[src/rtl/hazard_unit_mc.sv]
// Hazard unit for the 5-stage pipeline: M/W forwarding or RAW stalling, load-use,
// branch flushes, and a small FSM that holds a multi-cycle op in E for MC_LAT cycles.
//
// state | meaning
// IDLE  | no multi-cycle op held in E
// BUSY  | multi-cycle op held in E, cnt = cycles already spent in E
module hazard_unit_mc #(
   parameter int RA_W   = 5,
   parameter bit FWD_EN = 1'b1,
   parameter int MC_LAT = 4
) (
   input  logic            clk,
   input  logic            reset,
   input  logic [RA_W-1:0] Rs1D,
   input  logic [RA_W-1:0] Rs2D,
   input  logic [RA_W-1:0] Rs1E,
   input  logic [RA_W-1:0] Rs2E,
   input  logic [RA_W-1:0] RdE,
   input  logic [RA_W-1:0] RdM,
   input  logic [RA_W-1:0] RdW,
   input  logic            RegWriteE,
   input  logic            RegWriteM,
   input  logic            RegWriteW,
   input  logic [1:0]      ResultSrcE,
   input  logic            PCSrcE,
   input  logic            McStartE,
   output logic [1:0]      ForwardAE,
   output logic [1:0]      ForwardBE,
   output logic            StallF,
   output logic            StallD,
   output logic            StallE,
   output logic            FlushD,
   output logic            FlushE,
   output logic            FlushM,
   output logic            McBusy
);

   localparam int             CW       = $clog2(MC_LAT + 1);
   localparam logic [CW-1:0]  CNT_LAST = CW'(MC_LAT - 1);
   localparam bit             MC_EN    = (MC_LAT > 1);

   typedef enum logic {IDLE, BUSY} state_t;

   state_t          state, state_nx;
   logic [CW-1:0]   cnt, cnt_nx;
   logic            mc_stall;
   logic [1:0]      fwd_a, fwd_b;
   logic            lw_stall, raw_stall, d_stall;

   function automatic logic [1:0] fwd_pick(input logic [RA_W-1:0] src,
                                           input logic [RA_W-1:0] rd_m, input logic we_m,
                                           input logic [RA_W-1:0] rd_w, input logic we_w);
      if (we_m && (rd_m != '0) && (rd_m == src))      return 2'b10;
      else if (we_w && (rd_w != '0) && (rd_w == src)) return 2'b01;
      else                                            return 2'b00;
   endfunction

   // A W-stage match never stalls: the regfile writes in the first half-cycle.
   function automatic logic raw_hit(input logic [RA_W-1:0] src);
      return (src != '0) && ((RegWriteE && (RdE == src)) || (RegWriteM && (RdM == src)));
   endfunction

   always_ff @(posedge clk) begin
      if (reset) begin
         state <= IDLE;
         cnt   <= '0;
      end else begin
         state <= state_nx;
         cnt   <= cnt_nx;
      end
   end

   always_comb begin
      state_nx = state;
      cnt_nx   = cnt;
      mc_stall = 1'b0;
      case (state)
         IDLE: begin
            if (McStartE && MC_EN) begin
               mc_stall = 1'b1;
               state_nx = BUSY;
               cnt_nx   = CW'(1);
            end
         end
         BUSY: begin
            // McStartE is ignored here: the same op is still being held.
            if (cnt == CNT_LAST) begin
               state_nx = IDLE;
               cnt_nx   = '0;
            end else begin
               mc_stall = 1'b1;
               cnt_nx   = cnt + CW'(1);
            end
         end
         default: begin
            state_nx = IDLE;
            cnt_nx   = '0;
         end
      endcase
   end

   always_comb begin
      fwd_a     = fwd_pick(Rs1E, RdM, RegWriteM, RdW, RegWriteW) & {2{FWD_EN}};
      fwd_b     = fwd_pick(Rs2E, RdM, RegWriteM, RdW, RegWriteW) & {2{FWD_EN}};
      lw_stall  = FWD_EN && (ResultSrcE == 2'b01) && (RdE != '0) &&
                  ((RdE == Rs1D) || (RdE == Rs2D));
      raw_stall = !FWD_EN && (raw_hit(Rs1D) || raw_hit(Rs2D));
      d_stall   = lw_stall || raw_stall;
   end

   always_comb begin
      ForwardAE = 2'b00;
      ForwardBE = 2'b00;
      StallF    = 1'b0;
      StallD    = 1'b0;
      StallE    = 1'b0;
      FlushD    = 1'b0;
      FlushE    = 1'b0;
      FlushM    = 1'b0;
      McBusy    = 1'b0;
      if (!reset) begin
         ForwardAE = fwd_a;
         ForwardBE = fwd_b;
         McBusy    = (state == BUSY);
         if (mc_stall) begin
            // Holding the mc op wins: no flush may disturb E or D.
            StallF = 1'b1;
            StallD = 1'b1;
            StallE = 1'b1;
            FlushM = 1'b1;
         end else begin
            StallF = d_stall;
            StallD = d_stall;
            FlushD = PCSrcE;
            FlushE = PCSrcE || d_stall;
         end
      end
   end

endmodule

[config.mk]
export PLATFORM = sky130hd
export DESIGN_NAME = hazard_unit_mc
export DESIGN_NICKNAME = d
export VERILOG_FILES = /design/src/rtl/hazard_unit_mc.sv
export SDC_FILE = /design/constraint.sdc
export NUM_CORES = 1
export LEC_CHECK = 0
export CELL_PAD_IN_SITES_DETAIL_PLACEMENT = 1
export CELL_PAD_IN_SITES_GLOBAL_PLACEMENT = 2
export CORE_ASPECT_RATIO = 0.6
export CORE_MARGIN = 2
export CORE_UTILIZATION = 15
export CTS_CLUSTER_SIZE = 16
export DETAILED_ROUTE_END_ITERATION = 10
export PLACE_DENSITY = 0.84
export SETUP_SLACK_MARGIN = 0.05
export SYNTH_ARGS = -nofsm -noshare
export SYNTH_HDL_FRONTEND = slang
export SYNTH_SLANG_ARGS = --single-unit
[constraint.sdc]
create_clock -name clk -period 1.7 [get_ports clk]
set_input_delay 0.255 -clock clk [delete_from_list [all_inputs] [get_ports clk]]
set_output_delay 0.255 -clock clk [all_outputs]
set_load 0.02 [all_outputs]
==> metrics.yaml, run 1 <==
setup_path:
  r2r_setup_slack_ps: 560
  rr_worst_depth: 6
  worstSetupEndpointType: "output port"
  crit_path_max_incr_delay_ps: 560
  r2r-end: "cnt[1]"
  crit_fanout: 2
  arrival_ps: 1630
  path_cells: "buf_6, or4_4, o21ai_4, nor3_4, nor4_4, buf_4"
  critPathLaunchType: "input pin"
  r2r-start: "cnt[1]"
  path_class: "input pin to output port"
  worst_ep_required_time_ps: 1440
  critical_path.slowest_cell: "or4_4"
  worst-path-buf-inv: 2
  crit_family: "simple AND/OR/NAND/NOR gates"
drt:
  via_count: 895
  drt-total-wl_um: 2900
  remaining_drc_errors: 0
  firstDrtPassIters: 4
  drt_iter0_drc: 2
  wire_per_inst_um: 13.1
  via_per_inst: 4.03
  ant_nets: 0
timing:
  drv_slew: 0
  relSlewSlack: 0.778
  rsz0062_at_grt: "yes"
  min_period_over_period: 1.11
  setup_viol: 5
  fmax_ghz: 0.529
  setup_ws_ps: -190
  finClkSkew_ps: 3.39
  period_needed_ps: 1890
  tightest_slew_ps: 325
  final-hold-violation-count: 0
place:
  port_buffers: 53
  gp_congestion: 0.728
  placed_cells: 213
  dp_hpwl_um: 2320
  place_area_um2: 1400
clocking:
  numClockSinks: 4
  h-tree-depth: 1
  cts.root.buffer_cell: "clkbuf_8"
  cts_buffer_depth: 2
  cts_tree: "built"
  cts_made_buffers: 3
  clk_latency_ps: 220
  path_clk_slew_ps: 30
yosys:
  synth_seq_cells: 4
  synth_edf_count: 0
  synthesis.area_um2: 647
  syn_area_per_cell_um2: 7.79
  synthCells: 83
  yosysSeqAreaShare: 0.124
  ys_types: 27
  synth-main-ff-cell: "dfxtp_1"
  synthArstFlopShare: 0
  synth_nets: 128
  ys_warn_count: 0
cells_and_area:
  n_fill_cell: 476
  final_area_um2: 1620
  syn2layout_area_growth_pct: 150
  num_antenna_cells: 0
  drive_above_1_share: 0.525
  mostFrequentLayoutCells: "buf_4 (26), dlygate4sd2_1 (20), xor2_1 (19)"
  final_nets: 209
  fin_cells: 222
  final_common_cell: "buf_4"
worst_hold_path:
  hp-class: "flip-flop to flip-flop"
  worstHoldPathCells: 2
  hold_path_end: "cnt[2]"
  hold_path.startpoint: "cnt[2]"
job:
  max_cap_viol_count: 0
pwr:
  p_per_area_nw_per_um2: 419
  leakage_nw: 0.710
  peakVddDrop_mv: 0.124
die:
  die_x_um: 88.8
  ios: 55
  die_area_um2: 4870
  core_region_area_um2: 4120
  die_h_um: 54.9
  rows: 18
  initial_core_util: 0.157
global_route:
  grt_overflow_total: 0
  antenna_found_initial: 0
  grt_usage: 0.120
  grt_first_pass_wirelength_um: 4320
  grt_pass1_vias: 957
  grt_max_degree: 12
outcome:
  status: "finished, violations left"
  failed_checks: "setup timing"
## cells in the mapped netlist, drive strengths merged, types with 2 or more instances
| cell type | number | area (µm²) |
|---|---|---|
| buf | 2 | 15.0 |
| nor2 | 6 | 22.5 |
| or4 | 4 | 30.0 |
| o21bai | 2 | 15.0 |
| nor3 | 5 | 25.0 |
| a21oi | 2 | 10.0 |
| nand2 | 4 | 15.0 |
| xor2 | 20 | 175 |
| nor3b | 2 | 15.0 |
| dfxtp | 4 | 80.1 |
| nand3 | 3 | 15.0 |
| nor2b | 3 | 18.8 |
| nor4 | 4 | 37.5 |
| o21ai | 2 | 13.8 |
| xnor2 | 10 | 87.6 |
## stage by stage
step | power [W] | setup TNS, ps | util | setup WS, ps | hold slack (ps)
after floorplan | 0.000230 | 0 | - | 41.9 | 409
after global placement | 0.000424 | -7030 | 0.340 | -1020 | 422
after detailed placement | 0.000433 | -7420 | 0.340 | -1080 | 439
after CTS | 0.000660 | -742 | 0.375 | -234 | 450
after global routing | 0.000720 | -827 | 0.393 | -248 | 482
final | 0.000678 | -566 | 0.393 | -190 | 470
## how the worst max path moves through the flow
stage	from	to	slack (ps)	cells past startpoint
finish	RdM[1]	ForwardBE[0]	-190	6
global route	RdM[1]	ForwardBE[0]	-250	6
CTS	RdM[1]	ForwardAE[0]	-230	6
detailed placement	RdW[0]	ForwardAE[0]	-1080	6
global placement	RdW[0]	ForwardAE[0]	-1020	6
floorplan	RegWriteW	ForwardAE[0]	40	4
## per-layer routing
metal	wire length, µm	global-route usage
met5	0	0
met4	46	0.0530
met3	185	0.0196
met2	1400	0.194
met1	1270	0.158
## power by group
group          internal, W  switching (W)  leakage (nW)  total [W]
registers         0.000101     0.00000635        0.0336   0.000108
clock network     0.000151      0.0000482        0.0216   0.000199
logic             0.000200       0.000172         0.655   0.000372
## layout make-up
type | count | area (µm²) | area share
multi-input combinational | 75 | 752 | 0.465
timing repair buffer | 79 | 663 | 0.410
sequential | 4 | 82.6 | 0.0510
tap | 60 | 75.1 | 0.0464
clock buffer | 3 | 41.3 | 0.0255
inverter | 1 | 3.75 | 0.00232
## repair_timing
action	CTS	global route
buffers inserted	6	2
pin swaps	20	17
hold buffers	0	0
setup endpoints to repair	11	10
gates resized for setup	119	54
## flip-flops by register name, summed over array words and instances, names as in the netlist
name	count
state	1
cnt	3
## worst min-delay path, stage by stage, from the launching register on
cell	delay, ps
dfxtp_1	310
inv_1	60
a2111oi_0	50
## kinds of logic (layout without fill, tap and decap cells)
group                      count (synthesis)  in the layout  share of synthesized area
xor gates and xnor gates                  30             30                      0.406
adders and majority gates                  1              1                     0.0193
AOI/OAI and AO/OA                         10             10                      0.104
DFF                                        4              4                      0.124
and+or+nand+nor                           34             34                      0.311
buffers and inverters                      4             83                     0.0348
Power figures use the tool's default switching activity.
==> run 2, diff against run 1 <==
--- a/config.mk
+++ b/config.mk
@@ -14,6 +14,7 @@
 export DETAILED_ROUTE_END_ITERATION = 10
 export PLACE_DENSITY = 0.84
 export SETUP_SLACK_MARGIN = 0.05
+export SLEW_MARGIN = 30
 export SYNTH_ARGS = -nofsm -noshare
 export SYNTH_HDL_FRONTEND = slang
 export SYNTH_SLANG_ARGS = --single-unit
==> results of run 2 <==
Final layout, timing and power as in run 1 (identical DEF).
==> run 3, diff against run 2 <==
--- a/config.mk
+++ b/config.mk
@@ -8,7 +8,6 @@
 export CELL_PAD_IN_SITES_DETAIL_PLACEMENT = 1
 export CELL_PAD_IN_SITES_GLOBAL_PLACEMENT = 2
 export CORE_ASPECT_RATIO = 0.6
-export CORE_MARGIN = 2
 export CORE_UTILIZATION = 15
 export CTS_CLUSTER_SIZE = 16
 export DETAILED_ROUTE_END_ITERATION = 10
@@ -18,3 +17,4 @@
 export SYNTH_ARGS = -nofsm -noshare
 export SYNTH_HDL_FRONTEND = slang
 export SYNTH_SLANG_ARGS = --single-unit
+export TNS_END_PERCENT = 10
==> metrics.yaml, run 3 (same netlist as run 1, synthesis figures left out) <==
pwr:
  peakVddDrop_mv: 0.175  # was 0.124 mV
  p_int_w: 0.000455  # was 0.000452 W
  switching_power_w: 0.000221  # was 0.000227 W
  switching_share: 0.327  # was 0.334
  power_w: 0.000677  # was 0.000678 W
  seqPwrFrac: 0.157  # was 0.159
  combPwrFrac: 0.555  # was 0.548
  clkPwrFrac: 0.288  # was 0.293
  p_per_area_nw_per_um2: 417  # was 419 nW/µm²
  leakage_nw: 0.733  # was 0.710 nW
place:
  placed_cells: 215  # was 213
  place_area_um2: 1420  # was 1400 µm²
  dp_hpwl_um: 2490  # was 2320 µm
  gp_congestion: 0.744  # was 0.728
  dp_slack_ps: -1060  # was -1080 ps
  port_buffers: 53  # unchanged
setup_path:
  critPathLaunchType: "input pin"  # unchanged
  rr_worst_depth: 2  # was 6
  worstSetupEndpointType: "output port"  # unchanged
  path_class: "input pin to output port"  # unchanged
  worst_ep_required_time_ps: 1440  # about the same
  arrival_ps: 1590  # was 1630 ps
  crit_fanout: 3  # was 2
  r2r_setup_slack_ps: 540  # was 560 ps
drt:
  firstDrtPassIters: 4  # unchanged
  remaining_drc_errors: 0  # unchanged
  wire_per_inst_um: 13.2  # was 13.1 µm
  via_count: 902  # was 895
  drt-total-wl_um: 2950  # was 2900 µm
  ant_nets: 0  # unchanged
  via_per_inst: 4.04  # was 4.03
  drt_iter0_drc: 13  # was 2
clocking:
  path_clk_slew_ps: 30  # about the same
  cts.root.buffer_cell: "clkbuf_8"  # unchanged
  cts_made_buffers: 3  # unchanged
  h-tree-depth: 1  # unchanged
  cts_tree: "built"  # unchanged
  cts_buffer_depth: 2  # unchanged
  numClockSinks: 4  # unchanged
  cts-hold-fix-buffers: 0  # unchanged
  clk_latency_ps: 210  # was 220 ps
timing:
  final-hold-violation-count: 0  # unchanged
  drv_slew: 0  # unchanged
  setup_viol: 6  # was 5
  period_needed_ps: 1840  # was 1890 ps
  tightest_slew_ps: 467  # was 325 ps
  min_period_over_period: 1.08  # was 1.11
  relSlewSlack: 0.680  # was 0.778
  fmax_ghz: 0.543  # was 0.529 GHz
  rsz0062_at_grt: "yes"  # unchanged
  finClkSkew_ps: 0.676  # was 3.39 ps
  setup_ws_ps: -141  # was -190 ps
cells_and_area:
  final_area_um2: 1620  # about the same
  largest_reg_flops: 3  # unchanged
  fin_cells: 223  # was 222
  n_fill_cell: 482  # was 476
  largestRegisters: "cnt (3), state (1)"  # unchanged
  mostFrequentLayoutCells: "buf_4 (32), xor2_1 (18), clkdlybuf4s50_1 (16)"  # was buf_4 (26), dlygate4sd2_1 (20), xor2_1 (19)
  final_common_cell: "buf_4"  # unchanged
  num_antenna_cells: 0  # unchanged
  drive_above_1_share: 0.528  # was 0.525
  top_register: "cnt"  # unchanged
  syn2layout_area_growth_pct: 151  # was 150%
  final_nets: 210  # was 209
outcome:
  failed_checks: "setup timing"  # unchanged
  status: "finished, violations left"  # unchanged
die:
  die_x_um: 86.8  # was 88.8 µm
  die_area_um2: 4590  # was 4870 µm²
  core_region_area_um2: 4120  # unchanged
  rows: 18  # unchanged
  die_h_um: 52.9  # was 54.9 µm
  initial_core_util: 0.157  # unchanged
  ios: 55  # unchanged
global_route:
  grt_pass1_vias: 1014  # was 957
  grt_max_degree: 12  # unchanged
  grt_usage: 0.137  # was 0.120
  grt_first_pass_wirelength_um: 4730  # was 4320 µm
  antenna_found_initial: 0  # unchanged
  grt_overflow_total: 0  # unchanged
worst_hold_path:
  worstHoldPathCells: 2  # unchanged
  hp-class: "flip-flop to flip-flop"  # unchanged
job:
  max_cap_viol_count: 0  # unchanged
## run 3: critical path: stages
cell and delay (ps):
buf_6 100, or4_4 570, o21ai_4 240, buf_6 130, buf_6 90, nor4_2 40, buf_2 160
## run 3: worst paths after layout
path	startpoint	to
worst max register to register	cnt[1]	cnt[2]
worst min register to register	cnt[2]	cnt[2]
worst min-delay path	cnt[2]	cnt[2]
worst max-delay path	RdM[2]	ForwardAE[1]
## run 3: power by group through the flow
stage / clock network [W] / registers, W / logic (W)
3_3_place_gp: 0 / 0.000104 / 0.000323
2_1_floorplan: 0 / 0.000106 / 0.000124
3_5_place_dp: 0 / 0.000105 / 0.000334
4_1_cts: 0.000200 / 0.000105 / 0.000343
5_1_grt: 0.000206 / 0.000107 / 0.000404
6_report: 0.000195 / 0.000106 / 0.000376
## run 3: repair_timing
item | 4_1_cts | 5_1_grt
endpoints found under the hold margin | 0 | 0
resized for setup | 99 | 53
pin swaps | 11 | 18
buffers inserted | 2 | 3
endpoints found under the setup margin | 11 | 10
## run 3: per-stage QoR
| step | hold WS (ps) | setup TNS [ps] | utilization |
|---|---|---|---|
| 3_5_place_dp | 472 | -7300 | 0.344 |
| 3_3_place_gp | 422 | -6880 | 0.344 |
| 5_1_grt | 497 | -1040 | 0.394 |
| 2_1_floorplan | 409 | 0 | - |
| 6_report | 481 | -604 | 0.394 |
| 4_1_cts | 477 | -1220 | 0.367 |
## run 3: metal layers
| layer | up-vias | wire [µm] | track usage |
|---|---|---|---|
| met2 | 29 | 1520 | 0.253 |
| met5 | - | 0 | 0 |
| met4 | 0 | 0 | 0.0333 |
| met1 | 423 | 1320 | 0.164 |
| met3 | 0 | 107 | 0.0265 |
| li1 | 450 | - | - |
## run 3: final cells by class
type | count | area (µm²) | area share
multi-input combinational | 75 | 743 | 0.458
timing repair buffer | 80 | 679 | 0.419
sequential | 4 | 80.1 | 0.0493
tap | 60 | 75.1 | 0.0463
clock buffer | 3 | 41.3 | 0.0254
inverter | 1 | 3.75 | 0.00231
